File: src/rtl/mainband_pattern_comparator.sv
// RX mainband pattern comparator: checks lane data against the LFSR or lane-ID
// pattern, or the valid lane against valtrain, and reports per-lane pass/fail.
module mainband_pattern_comparator #(
  parameter int          NUM_LANES     = 16,
  parameter int          WORD_W        = 16,
  parameter int          NUM_WORDS     = 128,
  parameter int          ERR_W         = 8,
  parameter int          ERR_THRESHOLD = 4,
  parameter logic [22:0] LFSR_SEED     = 23'h1DBFBC
) (
  input  logic                          clk,
  input  logic                          rst_n,
  input  logic [1:0]                    i_mainband_pattern_compartor_cw,
  input  logic                          i_comparison_valid_en,
  input  logic                          i_data_valid,
  input  logic [NUM_LANES*WORD_W-1:0]   i_lane_data,
  input  logic [7:0]                    i_valid_lane,
  output logic [NUM_LANES-1:0]          o_comparison_results,
  output logic                          o_comparison_ack,
  output logic                          o_busy
);
  localparam int              BEAT_W    = (NUM_WORDS > 2) ? $clog2(NUM_WORDS) : 1;
  localparam logic [BEAT_W-1:0] LAST_BEAT = BEAT_W'(NUM_WORDS - 1);
  localparam logic [1:0]      CW_IDLE   = 2'b00;
  localparam logic [1:0]      CW_CLEAR  = 2'b01;
  localparam logic [1:0]      CW_LFSR   = 2'b10;
  localparam logic [1:0]      CW_ID     = 2'b11;

  typedef enum logic [1:0] {ST_IDLE, ST_CLEAR, ST_COMPARE, ST_DONE} state_t;
  typedef enum logic [1:0] {MD_LFSR, MD_ID, MD_VALTRAIN} mode_t;

  state_t                state_q;
  mode_t                 mode_q;
  logic [22:0]           lfsr_q, lfsr_d;
  logic [BEAT_W-1:0]     beat_q;
  logic [ERR_W-1:0]      err_q [NUM_LANES];
  logic [ERR_W-1:0]      err_d [NUM_LANES];
  logic [NUM_LANES-1:0]  pass_d;
  logic [NUM_LANES-1:0]  results_q;
  logic                  ack_q, busy_q;
  logic [WORD_W-1:0]     lfsr_word;
  logic [WORD_W-1:0]     lane_word;
  logic                  mism;

  // Fibonacci form of x^23+x^21+x^16+x^8+x^5+x^2+1; serial output is bit 22.
  function automatic logic [22:0] lfsr_step(input logic [22:0] s);
    return {s[21:0], s[22] ^ s[20] ^ s[15] ^ s[7] ^ s[4] ^ s[1]};
  endfunction

  function automatic logic [WORD_W-1:0] id_word(input int lane);
    logic [15:0] p;
    p = {4'hA, 8'(lane), 4'hA};
    return WORD_W'(p);
  endfunction

  always_comb begin
    lfsr_d    = lfsr_q;
    lfsr_word = '0;
    for (int b = 0; b < WORD_W; b++) begin
      lfsr_word[b] = lfsr_d[22];
      lfsr_d       = lfsr_step(lfsr_d);
    end
  end

  always_comb begin
    lane_word = '0;
    mism      = 1'b0;
    pass_d    = '0;
    for (int l = 0; l < NUM_LANES; l++) begin
      lane_word = i_lane_data[l*WORD_W +: WORD_W];
      case (mode_q)
        MD_LFSR: mism = (lane_word != lfsr_word);
        MD_ID:   mism = (lane_word != id_word(l));
        default: mism = (l == 0) && (i_valid_lane != 8'hF0);
      endcase
      err_d[l] = err_q[l];
      if (mism && (err_q[l] != {ERR_W{1'b1}}))
        err_d[l] = err_q[l] + 1'b1;
      // Valtrain only ever produces a verdict on bit 0.
      if (mode_q == MD_VALTRAIN && l != 0)
        pass_d[l] = 1'b0;
      else
        pass_d[l] = (int'(err_d[l]) <= ERR_THRESHOLD);
    end
  end

  always_ff @(posedge clk) begin
    if (!rst_n) begin
      state_q   <= ST_IDLE;
      mode_q    <= MD_LFSR;
      lfsr_q    <= LFSR_SEED;
      beat_q    <= '0;
      results_q <= '0;
      ack_q     <= 1'b0;
      busy_q    <= 1'b0;
      for (int l = 0; l < NUM_LANES; l++) err_q[l] <= '0;
    end else begin
      ack_q  <= 1'b0;
      busy_q <= 1'b0;
      if (i_mainband_pattern_compartor_cw == CW_CLEAR || state_q == ST_CLEAR) begin
        lfsr_q    <= LFSR_SEED;
        beat_q    <= '0;
        results_q <= '0;
        for (int l = 0; l < NUM_LANES; l++) err_q[l] <= '0;
      end
      if (i_mainband_pattern_compartor_cw == CW_CLEAR) begin
        state_q <= ST_CLEAR;
      end else begin
        case (state_q)
          ST_CLEAR: begin
            if (i_mainband_pattern_compartor_cw != CW_IDLE || i_comparison_valid_en) begin
              state_q <= ST_COMPARE;
              busy_q  <= 1'b1;
              if (i_mainband_pattern_compartor_cw == CW_LFSR)    mode_q <= MD_LFSR;
              else if (i_mainband_pattern_compartor_cw == CW_ID) mode_q <= MD_ID;
              else                                               mode_q <= MD_VALTRAIN;
            end
          end
          ST_COMPARE: begin
            if (i_mainband_pattern_compartor_cw == CW_IDLE && !i_comparison_valid_en) begin
              state_q <= ST_IDLE;
              beat_q  <= '0;
              for (int l = 0; l < NUM_LANES; l++) err_q[l] <= '0;
            end else begin
              busy_q <= 1'b1;
              if (i_data_valid) begin
                lfsr_q <= lfsr_d;
                beat_q <= beat_q + 1'b1;
                err_q  <= err_d;
                if (beat_q == LAST_BEAT) begin
                  state_q   <= ST_DONE;
                  busy_q    <= 1'b0;
                  results_q <= pass_d;
                  ack_q     <= 1'b1;
                end
              end
            end
          end
          ST_DONE: begin
            if (i_mainband_pattern_compartor_cw == CW_IDLE) state_q <= ST_IDLE;
          end
          default: ;
        endcase
      end
    end
  end

  assign o_comparison_results = results_q;
  assign o_comparison_ack     = ack_q;
  assign o_busy               = busy_q;
endmodule

File: config.mk
export PLATFORM = sky130hd
export DESIGN_NAME = mainband_pattern_comparator
export DESIGN_NICKNAME = d
export VERILOG_FILES = /design/src/rtl/mainband_pattern_comparator.sv
export SDC_FILE = /design/constraint.sdc
export NUM_CORES = 1
export LEC_CHECK = 0
export BUFFER_PORTS_ARGS = -buffer_cell sky130_fd_sc_hd__buf_2
export CELL_PAD_IN_SITES_DETAIL_PLACEMENT = 0
export CELL_PAD_IN_SITES_GLOBAL_PLACEMENT = 1
export CORE_UTILIZATION = 35
export CTS_CLUSTER_DIAMETER = 80
export CTS_CLUSTER_SIZE = 30
export DETAILED_ROUTE_END_ITERATION = 10
export PLACE_DENSITY_LB_ADDON = 0.1
export SETUP_SLACK_MARGIN = 0.3
export SYNTH_ARGS = -nofsm -noshare
export SYNTH_HDL_FRONTEND = slang
export SYNTH_SLANG_ARGS = --single-unit
export TNS_END_PERCENT = 1
File: constraint.sdc
create_clock -name clk -period 3.07 [get_ports clk]
set_input_delay 0.307 -clock clk [delete_from_list [all_inputs] [get_ports clk]]
set_output_delay 0.307 -clock clk [all_outputs]
set_load 0.05 [all_outputs]
==> impl_metrics.toml, run 1 <==
[timing]
relSlewSlack_pct = 36.10
min_period_over_period_pct = 98.02
slew_violations = 0
worstMarginPinSlew_ns = 0.9585
grt_setup_unrepaired = "yes"
setup_viol = 0
setup_tns_ns = 0
finalCriticalPeriod_ns = 3.009
finalHoldViolations = 0
fin_skew_ns = 0.008100
fmax_mhz = 332.3

[routing]
first_iter_violations = 1798
vias_per_cell = 6.078
drt_wl_total_um = 80370
drc = 0
wl_per_cell_um = 22.98
drt-pass1-iter-count = 5
vias = 21260
ant_nets = 0

[global_routing]
grt_overflow = 0
grt_pass1_vias = 19100
grt_pass1_wl_um = 117100
antenna_found_initial = 5
grtUsageTotal_pct = 30.13
grt_max_degree = 72

[logic_synthesis]
async_flop_share_pct = 0
synthFlopType = "dfxtp_1"
synth_compound_area_share_pct = 31.65
synthMuxAreaShare_pct = 0.8286
ys_ff_latch = 180
yosys.area.top_type = "dfxtp_1"
syn-num-nets = 2756
synth_cells = 2465
synth_area_per_cell_um2 = 7.106
yosysMostFrequentCell = "a21oi_1"
syn_area_um2 = 17520
synth.top_cells.by_count = "a21oi_1 (219), nor2_1 (188), dfxtp_1 (180), nand2_1 (178), o21ai_0 (175)"
synth_xor_area_share_pct = 12.04
synth_edf_count = 0
synth_seq_area_share_pct = 20.57
synthAdderAreaFrac_pct = 1.500
synth.area.top_cells = "dfxtp_1 (21%), xnor2_1 (8.0%), a21oi_1 (6.3%)"
synth_top_area_share_pct = 20.57
synth-simple-area-share_pct = 26.44
synth_top_family_by_area = "compound AO/OA/AOI/OAI gates"
ys_warn_count = 0
ys_types = 81

[clocking]
cts.sinks = 180
clock_latency_ns = 0.46
htreeDepth = 4
cts_buffers = 17
cts_tree = "built"
clockBufferDepth = 2
root_buffer = "clkbuf_16"
clk_pin_slew_worst_paths_ns = 0.07

[die]
row_count = 81
die_h_um = 225.7
core-area_um2 = 49150
die_w_um = 225.7
die_area_um2 = 50940
initial_core_util_pct = 35.63
pin_count = 288

[worst_hold_path]
hold_depth = 3
hold-path-endpoint = "mode_q[0]"
hp-start = "rst_n"
hp-class = "input pin to flip-flop"

[placement]
gp_congestion = 0.9969
dp.cells = 3427
dpl_cell_area_um2 = 21000
portBuffers = 287
dp_hpwl_um = 59620

[worst_setup_path]
crit_type = "flip-flop to flip-flop"
rrSetupSlack_ns = 0.06
crit_buf_inv = 7
r2r_end = "o_comparison_results[5]"
endpoint_kind = "flip-flop"
cp_slowest_stage_delay_ns = 0.38
critPathRequiredTime_ns = 3.40
critPathTopFamily = "buffers and inverters"
r2r_cells = 16
cp-start-kind = "flip-flop"
critical_path.most_common_cell = "buf_6"
arrival_ns = 3.34
cp_cell_sequence = "buf_6 -> nor2b_4 -> buf_6 -> buf_12 -> buf_16 -> a21oi_4 -> buf_6 -> o32ai_4 -> nand4_1 -> o311ai_4 -> buf_6 -> buf_12 -> mux2i_1 -> a21oi_1 -> nand4_1 -> a21oi_1"
reg2reg_from = "mode_q[1]"
cp_slowest_cell = "o311ai_4"
path_max_fanout = 9

[final_layout]
fin_cells = 3498
fill_cells = 5008
final_nets = 3109
drive_gt1_share_pct = 27.91
syn2layout_area_growth_pct = 32.74
design_area_um2 = 23250
fin_util_pct = 47.30

[power]
power_leakage_nw = 8.710
power.density_nw_per_um2 = 500.2
peakVddDrop_mv = 0.4840

[status]
status = "complete, no violations"

[flow_run]
cap_viol_max_count = 0
## worst register-to-register path, stage by stage, from the launching register on
cell,delay [ns]
dfxtp_2,0.33
buf_6,0.12
nor2b_4,0.21
buf_6,0.14
buf_12,0.10
buf_16,0.11
a21oi_4,0.04
buf_6,0.14
o32ai_4,0.26
nand4_1,0.23
o311ai_4,0.38
buf_6,0.23
buf_12,0.16
mux2i_1,0.21
a21oi_1,0.08
nand4_1,0.08
a21oi_1,0.07
## metal layers
layer	GRT usage (%)	vias up	routed length, µm
li1	-	9975	-
met1	39.57	10330	35110
met2	49.93	813	37350
met3	2.784	141	4558
met4	13.32	2	3333
met5	0	-	16
## how the worst max path moves through the flow
stage / start / to / slack (ns) / cells after the start
finish: mode_q[1] / o_comparison_results[5] / 0.06 / 16
global placement: lfsr_q[20] / o_comparison_results[10] / -0.33 / 11
global route: mode_q[1] / err_q[58] / -0.02 / 14
detailed placement: lfsr_q[20] / o_comparison_results[10] / -0.31 / 11
CTS: mode_q[1] / err_q[57] / 0.10 / 14
floorplan: lfsr_q[9] / err_q[19] / 0.23 / 14
## logic make-up (layout without fill, tap and decap cells)
family	count (synthesis)	count (layout)
simple gates	872	872
other cells	0	3
xor+xnor	219	219
fa+ha+maj	21	21
flops	180	180
mux	14	14
compound gates	848	848
buf+inv	311	677
## per-stage QoR
step	hold WS (ns)	total power [mW]	worst slack, ns
global route	0.1605	12.29	-0.02119
floorplan	0.4231	6.278	0.2323
detailed placement	0.4448	8.689	-0.3115
global placement	0.4403	8.668	-0.3316
finish	0.1518	11.63	0.06069
CTS	0.1402	11.22	0.1021
## flip-flops by register name, indices dropped and copies added (netlist names)
name / flops
err_q: 128
mode_q: 2
state_q: 2
lfsr_q: 23
o_comparison_results: 16
beat_q: 7
o_busy: 1
o_comparison_ack: 1
## where the power goes
group          internal [mW]  leakage [nW]  switching (mW)
Sequential              2.40          1.45          0.0968
Combinational           3.28          7.00            3.68
Clock                   1.12         0.255            1.05
Total                   6.81          8.71            4.82
## layout make-up
cell class	count	area, µm²	share of cell area [%]
Antenna cell	3	7.507	0.03229
Multi-Input combinational cell	1974	13810	59.39
Clock inverter	14	132.6	0.5704
Timing Repair Buffer	549	4024	17.31
Inverter	96	381.6	1.641
Tap cell	664	830.8	3.573
Sequential cell	180	3636	15.64
Clock buffer	18	429.2	1.846
## cell usage in the layout, fill, tap and decap left out, types with 50 or more instances in the layout
| cell | n |
|---|---|
| a31oi_1 | 103 |
| inv_1 | 89 |
| nand2_1 | 174 |
| nand3_1 | 69 |
| nor3_1 | 61 |
| o21ai_0 | 135 |
| buf_4 | 194 |
| dfxtp_1 | 166 |
| xnor2_1 | 146 |
| nor2_1 | 179 |
| a21oi_1 | 198 |
| nand4_1 | 50 |
| buf_2 | 287 |
## what timing repair did
item                                    CTS  global route
buffers inserted                         23             7
gates resized for setup                  78           221
hold buffers                              0             0
gates cloned                              4             2
pin swaps                                24           121
endpoints found under the setup margin  136           139
(Power assumes the default switching activity.)
==> inputs of run 2 (changes only) <==
BUFFER_PORTS_ARGS = unset   (was -buffer_cell sky130_fd_sc_hd__buf_2)
DONT_BUFFER_PORTS = 1   (was unset)
SKIP_CTS_REPAIR_TIMING = 1   (was unset)
==> impl_metrics.toml, run 2 (synthesis results as in run 1) <==
[final_layout]
fin_cells = 3195
antenna_cells = 0
largest_register = "err_q"
drive_gt1_share_pct = 15.88
largest_reg_flops = 128
final_common_cell = "a21oi_1"
final_nets = 2809
final_cell_mix = "a21oi_1 (210), buf_4 (209), nor2_1 (184)"
syn2layout_area_growth_pct = 19.61

[global_routing]
grt_max_degree = 95
grtUsageTotal_pct = 29.38
grt_pass1_wl_um = 113700
grt_pass1_vias = 18080
antenna_found_initial = 1
grt_overflow = 0

[clocking]
cts_buffers = 17
root_buffer = "clkbuf_16"
cts.sinks = 180
cts_tree = "built"
clk_pin_slew_worst_paths_ns = 0.07
clockBufferDepth = 2
clock_latency_ns = 0.46
htreeDepth = 4

[worst_setup_path]
path_max_fanout = 7
arrival_ns = 3.35
crit_start = "mode_q[0]"
critPathRequiredTime_ns = 3.44
cp-start-kind = "flip-flop"
cp-endpoint = "o_comparison_results[7]"
endpoint_kind = "flip-flop"
r2r_end = "o_comparison_results[7]"
r2r_cells = 12
rrSetupSlack_ns = 0.1
crit_type = "flip-flop to flip-flop"
reg2reg_from = "mode_q[0]"

[die]
pin_count = 288
die_w_um = 225.7
core-area_um2 = 49150
initial_core_util_pct = 35.63
row_count = 81
die_area_um2 = 50940
die_h_um = 225.7

[worst_hold_path]
hp-class = "input pin to flip-flop"

[power]
power_leakage_nw = 7.293
peakVddDrop_mv = 0.5225
power.density_nw_per_um2 = 540.2
p_total_mw = 11.32

[placement]
dp_hpwl_um = 57600
gp_congestion = 1.001
dp.cells = 3139
portBuffers = 0

[timing]
slew_violations = 0
min_period_over_period_pct = 96.82
holdWs_ns = 0.03040
fmax_mhz = 336.4
grt_setup_unrepaired = "yes"
relSlewSlack_pct = 38.77
setup_viol = 0
finalCriticalPeriod_ns = 2.972
fin_skew_ns = 0.007625
finalHoldViolations = 0
worstMarginPinSlew_ns = 0.9124

[routing]
vias_per_cell = 6.211
drc = 0
ant_nets = 0
drt_wl_total_um = 78250
first_iter_violations = 1498
vias = 19840
wl_per_cell_um = 24.49
drt-pass1-iter-count = 5

[flow_run]
cap_viol_max_count = 0

[status]
status = "complete, no violations"
[run 2: metal layers]
metal	GRT usage [%]	up-vias	wire, µm
li1	-	9364	-
met1	34.82	9561	31870
met2	49.08	748	36180
met3	7.312	170	6228
met4	14.68	0	3970
met5	0	-	0
[run 2: how the worst min path moves through the flow]
| stage | depth (start not counted) | start | endpoint |
|---|---|---|---|
| after floorplan | 2 | rst_n | mode_q[1] |
| after global placement | 2 | beat_q[5] | beat_q[5] |
| after detailed placement | 2 | beat_q[5] | beat_q[5] |
| after CTS | 2 | i_data_valid | err_q[106] |
| after global routing | 2 | i_data_valid | err_q[106] |
| final | 2 | i_data_valid | err_q[106] |
[run 2: cell type report]
type	instances	area (µm²)
Inverter	96	367.9
Fill cell	5088	28200
Tap cell	664	830.8
Sequential cell	180	3637
Clock inverter	13	222.7
Timing Repair Buffer	249	2323
Clock buffer	19	442.9
Multi-Input combinational cell	1974	13130
[run 2: metrics by stage]
step	setup TNS [ns]	cell area (µm²)	setup WS, ns	utilization, %
5_1_grt	0	20950	0.02338	42.62
3_5_place_dp	-0.8712	19600	-0.2311	39.87
2_1_floorplan	0	17570	0.2323	-
6_report	0	20950	0.09754	42.62
3_3_place_gp	-0.8955	19600	-0.2116	39.87
4_1_cts	-1.407	20260	-0.2675	41.23
[run 2: power breakdown]
part	total [mW]	switching [mW]	internal (mW)	leakage (nW)
clock	2.56	1.08	1.49	0.324
combinational	6.25	3.32	2.94	5.52
sequential	2.50	0.101	2.40	1.45
total	11.3	4.50	6.82	7.29
[run 2: critical path, stage by stage (launching register included)]
cell and delay, ns:
dfxtp_2 0.32, nor2b_4 0.13, buf_4 0.15, clkbuf_16 0.15, buf_4 0.14, or3_1 0.32
a21oi_2 0.15, o2111ai_2 0.18, o221a_4 0.37, mux2_2 0.23, o21ai_0 0.09, or4b_4 0.51
a21oi_2 0.14
